## src/rtl/vga_sync_decoder.sv

```systemverilog
`default_nettype none
`timescale 1ns/1ps
// ============================================================================
// Module      : vga_sync_decoder
// Description : VGA sink-side timing recovery. Locks to the sync stream, recovers
//               x/y/de, flags timing errors and captures one probe pixel per arm.
//               Optional FRAME_SUM_EN adds a per-frame 16-bit pixel checksum.
// Revision    : 1.0 - initial release
// ============================================================================
module vga_sync_decoder #(
    parameter int H_SYNC      = 96,
    parameter int H_BACK      = 48,
    parameter int H_ACTIVE    = 640,
    parameter int H_TOTAL     = 800,
    parameter int V_SYNC      = 2,
    parameter int V_BACK      = 33,
    parameter int V_ACTIVE    = 480,
    parameter int V_TOTAL     = 525,
    parameter int LOCK_FRAMES = 2
) (
    input  logic        clk,
    input  logic        reset,
    input  logic        hsync,
    input  logic        vsync,
    input  logic [11:0] rgb,
    input  logic [9:0]  probe_x,
    input  logic [9:0]  probe_y,
    input  logic        arm,
    input  logic        clr_err,
    output logic [9:0]  x,
    output logic [9:0]  y,
    output logic        de,
    output logic [11:0] pix_rgb,
    output logic        frame_start,
    output logic        locked,
    output logic        err_h,
    output logic        err_v,
    output logic [11:0] cap_rgb,
    output logic        cap_valid
`ifdef FRAME_SUM_EN
    ,
    output logic [15:0] frame_sum
`endif
);

    localparam int H_START = H_SYNC + H_BACK;
    localparam int H_END   = H_START + H_ACTIVE;
    localparam int V_START = V_SYNC + V_BACK;
    localparam int V_END   = V_START + V_ACTIVE;
    // h_cnt saturates at 1023, so the missing-hsync threshold is clamped to it
    localparam int TIMEOUT = (2 * H_TOTAL > 1023) ? 1023 : 2 * H_TOTAL;
    localparam int CW      = (LOCK_FRAMES < 2) ? 1 : $clog2(LOCK_FRAMES + 1);

    typedef enum logic [1:0] {
        SEARCH  = 2'd0,
        ACQUIRE = 2'd1,
        LOCKED  = 2'd2
    } state_t;

    state_t         state;
    state_t         state_nxt;
    logic [CW-1:0]  clean_cnt;
    logic [CW-1:0]  clean_nxt;
    logic           set_err_h;
    logic           set_err_v;

    logic           hs_s1, hs_s2;
    logic           vs_s1, vs_s2;
    logic [11:0]    rgb_s1, rgb_s2;
    logic           h_fall;
    logic           v_fall;
    logic [9:0]     h_cnt;
    logic [9:0]     v_cnt;
    logic           line_ok;
    logic           frame_ok;
    logic           timeout;
    logic           win;
    logic           armed;

    assign h_fall   = hs_s2 & ~hs_s1;
    assign v_fall   = vs_s2 & ~vs_s1;
    assign line_ok  = ({1'b0, h_cnt} + 11'd1) == 11'(H_TOTAL);
    assign frame_ok = ({1'b0, v_cnt} + 11'd1) == 11'(V_TOTAL);
    assign timeout  = h_cnt >= 10'(TIMEOUT);
    assign locked   = (state == LOCKED);

    assign win = locked
               && (h_cnt >= 10'(H_START)) && (h_cnt < 10'(H_END))
               && (v_cnt >= 10'(V_START)) && (v_cnt < 10'(V_END));

    always_comb begin
        state_nxt = state;
        clean_nxt = clean_cnt;
        set_err_h = 1'b0;
        set_err_v = 1'b0;
        case (state)
            SEARCH: begin
                if (v_fall && !timeout) begin
                    state_nxt = ACQUIRE;
                    clean_nxt = '0;
                end
            end
            ACQUIRE: begin
                if (timeout || (h_fall && !line_ok) || (v_fall && !frame_ok)) begin
                    state_nxt = SEARCH;
                end else if (v_fall) begin
                    if (int'(clean_cnt) + 1 == LOCK_FRAMES) begin
                        state_nxt = LOCKED;
                    end else begin
                        clean_nxt = clean_cnt + 1'b1;
                    end
                end
            end
            LOCKED: begin
                set_err_h = timeout || (h_fall && !line_ok);
                set_err_v = v_fall && !frame_ok;
                if (set_err_h || set_err_v) begin
                    state_nxt = SEARCH;
                end
            end
            default: state_nxt = SEARCH;
        endcase
    end

    always_ff @(posedge clk or negedge reset) begin
        if (!reset) begin
            state     <= SEARCH;
            clean_cnt <= '0;
            err_h     <= 1'b0;
            err_v     <= 1'b0;
        end else begin
            state     <= state_nxt;
            clean_cnt <= clean_nxt;
            // a new error outranks a coincident clear
            err_h     <= set_err_h | (err_h & ~clr_err);
            err_v     <= set_err_v | (err_v & ~clr_err);
        end
    end

    always_ff @(posedge clk or negedge reset) begin
        if (!reset) begin
            hs_s1  <= 1'b0;
            hs_s2  <= 1'b0;
            vs_s1  <= 1'b0;
            vs_s2  <= 1'b0;
            rgb_s1 <= '0;
            rgb_s2 <= '0;
            h_cnt  <= '0;
            v_cnt  <= '0;
        end else begin
            hs_s1  <= hsync;
            hs_s2  <= hs_s1;
            vs_s1  <= vsync;
            vs_s2  <= vs_s1;
            rgb_s1 <= rgb;
            rgb_s2 <= rgb_s1;
            if (h_fall) begin
                h_cnt <= '0;
            end else if (h_cnt != 10'h3FF) begin
                h_cnt <= h_cnt + 10'd1;
            end
            if (v_fall) begin
                v_cnt <= '0;
            end else if (h_fall && (v_cnt != 10'h3FF)) begin
                v_cnt <= v_cnt + 10'd1;
            end
        end
    end

    // rgb_s2 is aligned with h_cnt/v_cnt, so this stage lands two clocks after sampling
    always_ff @(posedge clk or negedge reset) begin
        if (!reset) begin
            x           <= '0;
            y           <= '0;
            de          <= 1'b0;
            pix_rgb     <= '0;
            frame_start <= 1'b0;
        end else begin
            de          <= win;
            x           <= win ? (h_cnt - 10'(H_START)) : '0;
            y           <= win ? (v_cnt - 10'(V_START)) : '0;
            pix_rgb     <= win ? rgb_s2 : '0;
            frame_start <= v_fall;
        end
    end

    always_ff @(posedge clk or negedge reset) begin
        if (!reset) begin
            armed     <= 1'b0;
            cap_rgb   <= '0;
            cap_valid <= 1'b0;
        end else if (arm) begin
            armed     <= 1'b1;
            cap_valid <= 1'b0;
        end else if (armed && de && (x == probe_x) && (y == probe_y)) begin
            armed     <= 1'b0;
            cap_rgb   <= pix_rgb;
            cap_valid <= 1'b1;
        end
    end

`ifdef FRAME_SUM_EN
    logic [15:0] sum_acc;

    always_ff @(posedge clk or negedge reset) begin
        if (!reset) begin
            sum_acc   <= '0;
            frame_sum <= '0;
        end else if (frame_start) begin
            frame_sum <= sum_acc;
            sum_acc   <= '0;
        end else if (de) begin
            sum_acc   <= sum_acc + {4'b0000, pix_rgb};
        end
    end
`endif

endmodule
`default_nettype wire

```

## config.mk

```make
export PLATFORM = sky130hd
export DESIGN_NAME = vga_sync_decoder
export DESIGN_NICKNAME = d
export VERILOG_FILES = /design/src/rtl/vga_sync_decoder.sv
export SDC_FILE = /design/constraint.sdc
export NUM_CORES = 1
export LEC_CHECK = 0
export CAP_MARGIN = 15
export CORE_UTILIZATION = 45
export CTS_CLUSTER_SIZE = 30
export DETAILED_ROUTE_END_ITERATION = 8
export PLACE_DENSITY = 0.71
export SLEW_MARGIN = 20
export SYNTH_ARGS = -nofsm -noshare
export SYNTH_HDL_FRONTEND = slang
export SYNTH_SLANG_ARGS = --single-unit
```

## constraint.sdc

```tcl
create_clock -name clk -period 3.4 [get_ports clk]
set_input_delay 0.68 -clock clk [delete_from_list [all_inputs] [get_ports clk]]
set_output_delay 0.68 -clock clk [all_outputs]
set_load 0.02 [all_outputs]
```

==> summary.md <==
| Metric | Value |
|---|---|
| Cell taking the most area after synthesis | dfrtp_1 |
| Synth async-reset ratio | 1.00 |
| Pwr/cell area | 406 mW/mm2 |
| R2R Setup Slk | 810 ps |
| CP required | 2720 ps |
| Main combinational cell family by area after synthesis | simple AND/OR/NAND/NOR gates |
| Yosys warns | 0 |
| Critical Path Fanout Max | 8 |
| Hold Crit Depth | 0 |
| Core area | 0.00924 mm2 |
| Gr usage total | 0.185 |
| Period utilization | 0.770 |
| CTS Buf Count | 9 |
| Area growth syn-to-layout | 26.9% |
| H-Tree Depth | 3 |
| Critical Path Max Stage Delay | 690 ps |
| Clock transition at path regs | 100 ps |
| Prevailing post-synth register cell | dfrtp_1 |
| DPL Wire Length | 6180 um |
| Slew headroom | 0.432 |
| Nets | 493 |
| # Post-CTS Setup Buffers | 0 |
| Post-Synth Adder-Cell Area | 0.0233 |
| Clock Latency Late Sink | 360 ps |
| Synthesis-stage register bit count | 102 |
| Layout fillers | 757 |
| RSZ-0062 raised after global routing | false |
| DIE HEIGHT | 99.8 um |
| Ordered list of cells on the worst path | nor2b_1 > clkdlybuf4s50_1 |
| ANT nets after route | 0 |
| Cts repair resizes | 0 |
| Flip-flop and latch area | 0.00255 mm2 |
| Clock buffer depth | 2 |
| Final hold vios | 0 |
| Xor and xnor area share after synthesis | 0.0876 |
| Critical path arrival | 1940 ps |
| DR vias | 2900 |
| Nature of the critical path startpoint | register |
| Post-synth top area share | 0.594 |
| Initial antenna violation count | 0 |
| Clock Tree Root | clkbuf_8 |
| Sequential area share after synthesis | 0.594 |
| CP max stage cell | clkdlybuf4s50_1 |
| Initial Util | 0.465 |
| Die X | 99.8 um |
| Area of the multi-input gates | 0.00160 mm2 |
| Port Buffers | 87 |
| CTS tree | built |
| Hold WS | 356 ps |
| Layout cells sized above 1 | 0.113 |
| Largest net degree at the start of global routing | 71 |
| Area contributors post-synth | dfrtp_1, xnor2_1, mux2_2 |
| Cell Rows | 35 |
| Simple-gate share of the synthesized area | 0.158 |
| GRT Residual Overflow | 0 |
| # diodes | 0 |
| Slew @ Worst Pin | 852 ps |
| Top cells by count, synth | dfrtp_1, nor2_1, xnor2_1 |
| Outcome | completed |
| Post-DR vias/cell | 5.00 |
| I/O pin total | 88 |
| Die area | 0.00995 mm2 |
| Synthesized area | 0.00430 mm2 |
| Worst setup path class | register to primary output |
| DR pass1 iterations | 4 |
| Mux cell area share after synthesis | 0.0338 |
| Avg Synthesized Cell Area | 11.9 um2 |
| Post-synth EDFFs | 0 |
| Post-synth cell types | 50 |
| FF-to-FF path depth | 7 |
| Hold crit path type | register to register |
| First-pass GRT wire length | 14200 um |
| Synth Net Count | 406 |
| Worst IR Drop VDD | 0.246 mV |
| Hold buffers post-CTS | 0 |
| # DRC | 0 |
| TNS Setup | 0 ps |
| Critical Path Sink Type | primary output |
| Wire per inst | 14.5 um |
| Max Transition Viols Final | 0 |
| Most common cell in the synthesized netlist | dfrtp_1 |
| Maxcap violations | 0 |
| Vias in the first global route | 2810 |
| Max Fclk | 382 MHz |
| Static leakage | 2.44 nW |
| Post-Synthesis Cells | 360 |
| Post-Route WL | 8400 um |
| 1st-iter DRT viols | 112 |
| Compound-cell area share of the yosys netlist | 0.0698 |
| RePlAce Congestion | 0.841 |
| Final core occ | 0.591 |
| Minimum clock period | 2620 ps |
| Final setup vio count | 0 |
| TritonCTS sink count | 102 |
| Worst Clk Skew | 11.2 ps |
-- flip-flops by register name, indices dropped and copies added (netlist names) --
register and flops:
cap_rgb 12, hs_s2 1, state 2, cap_valid 1
x 10, err_v 1, pix_rgb 12, de 1
v_cnt 10, rgb_s1 12, frame_start 1, rgb_s2 12
vs_s1 1, hs_s1 1, h_cnt 10, err_h 1
armed 1, clean_cnt 2, y 10, vs_s2 1
-- power breakdown --
part           internal [W]  switching [W]
Combinational      0.000107       0.000105
Clock              0.000273       0.000416
Sequential          0.00126      0.0000555
Total               0.00164       0.000576
-- final timing paths --
| check | startpoint | endpoint |
|---|---|---|
| max | state[0]$_DFFE_PN0P_ | locked |
| min | rgb_s1[5]$_DFF_PN0_ | rgb_s2[5]$_DFF_PN0_ |
| max reg2reg | v_cnt[0]$_DFFE_PN0P_ | pix_rgb[0]$_DFF_PN0_ |
| min reg2reg | rgb_s1[5]$_DFF_PN0_ | rgb_s2[5]$_DFF_PN0_ |
| max in group asynchronous | reset | h_cnt[1]$_DFFE_PN0P_ |
| min in group asynchronous | reset | cap_rgb[8]$_DFFE_PN0P_ |
-- through the flow --
stage / cells / setup slack [ps] / instance area, um2 / total power (W)
global placement: 565 / 591 / 5280 / 0.00154
detailed placement: 565 / 558 / 5280 / 0.00155
finish: 580 / 782 / 5460 / 0.00221
global route: 580 / 675 / 5460 / 0.00232
CTS: 580 / 761 / 5460 / 0.00225
floorplan: 360 / 981 / 4300 / 0.00144
-- routing by layer --
metal	routed length, um	part of all wire	up-vias	global-route usage
met4	187	0.022	0	0.0781
met3	410	0.049	15	0.0337
met5	0	0	-	0
met1	3760	0.45	1415	0.250
met2	4040	0.48	81	0.296
li1	-	-	1389	-
-- layout make-up --
cell class	instances	share of cell area
well taps	129	0.0296
clock buffers	9	0.0227
repair buffers	92	0.166
clock inverters	6	0.00963
multi-input cells	228	0.294
inverters	14	0.0105
flip-flops and latches	102	0.468
-- critical path, delay by kind of cell (launching register included) --
family / cells / cell delay [ps]
buf+inv: 1 / 690
flops: 1 / 470
simple gates: 1 / 420
-- layout by cell type (no fill, tap or decap), types with 3 or more instances in the layout --
master and instances:
nor2b_1 4, o21ai_0 9, inv_6 3, clkdlybuf4s50_1 86
nand4_1 8, nor2_1 35, or3_1 5, mux2_2 12
a21oi_1 14, xnor2_1 28, and3_1 4, nand3_1 10
clkbuf_8 9, and2_1 7, a31oi_1 5, nand2b_1 5
buf_4 6, nor3_1 6, inv_1 13, ha_1 8
and2_4 10, dfrtp_1 102, xor2_1 15, nand2_1 14
-- kinds of logic (layout without fill, tap and decap cells) --
family	after synthesis	count (layout)
flops	102	102
xor+xnor	43	43
mux	13	13
buf+inv	30	121
simple gates	120	120
compound gates	44	44
fa+ha+maj	8	8
(Power assumes the default switching activity.)
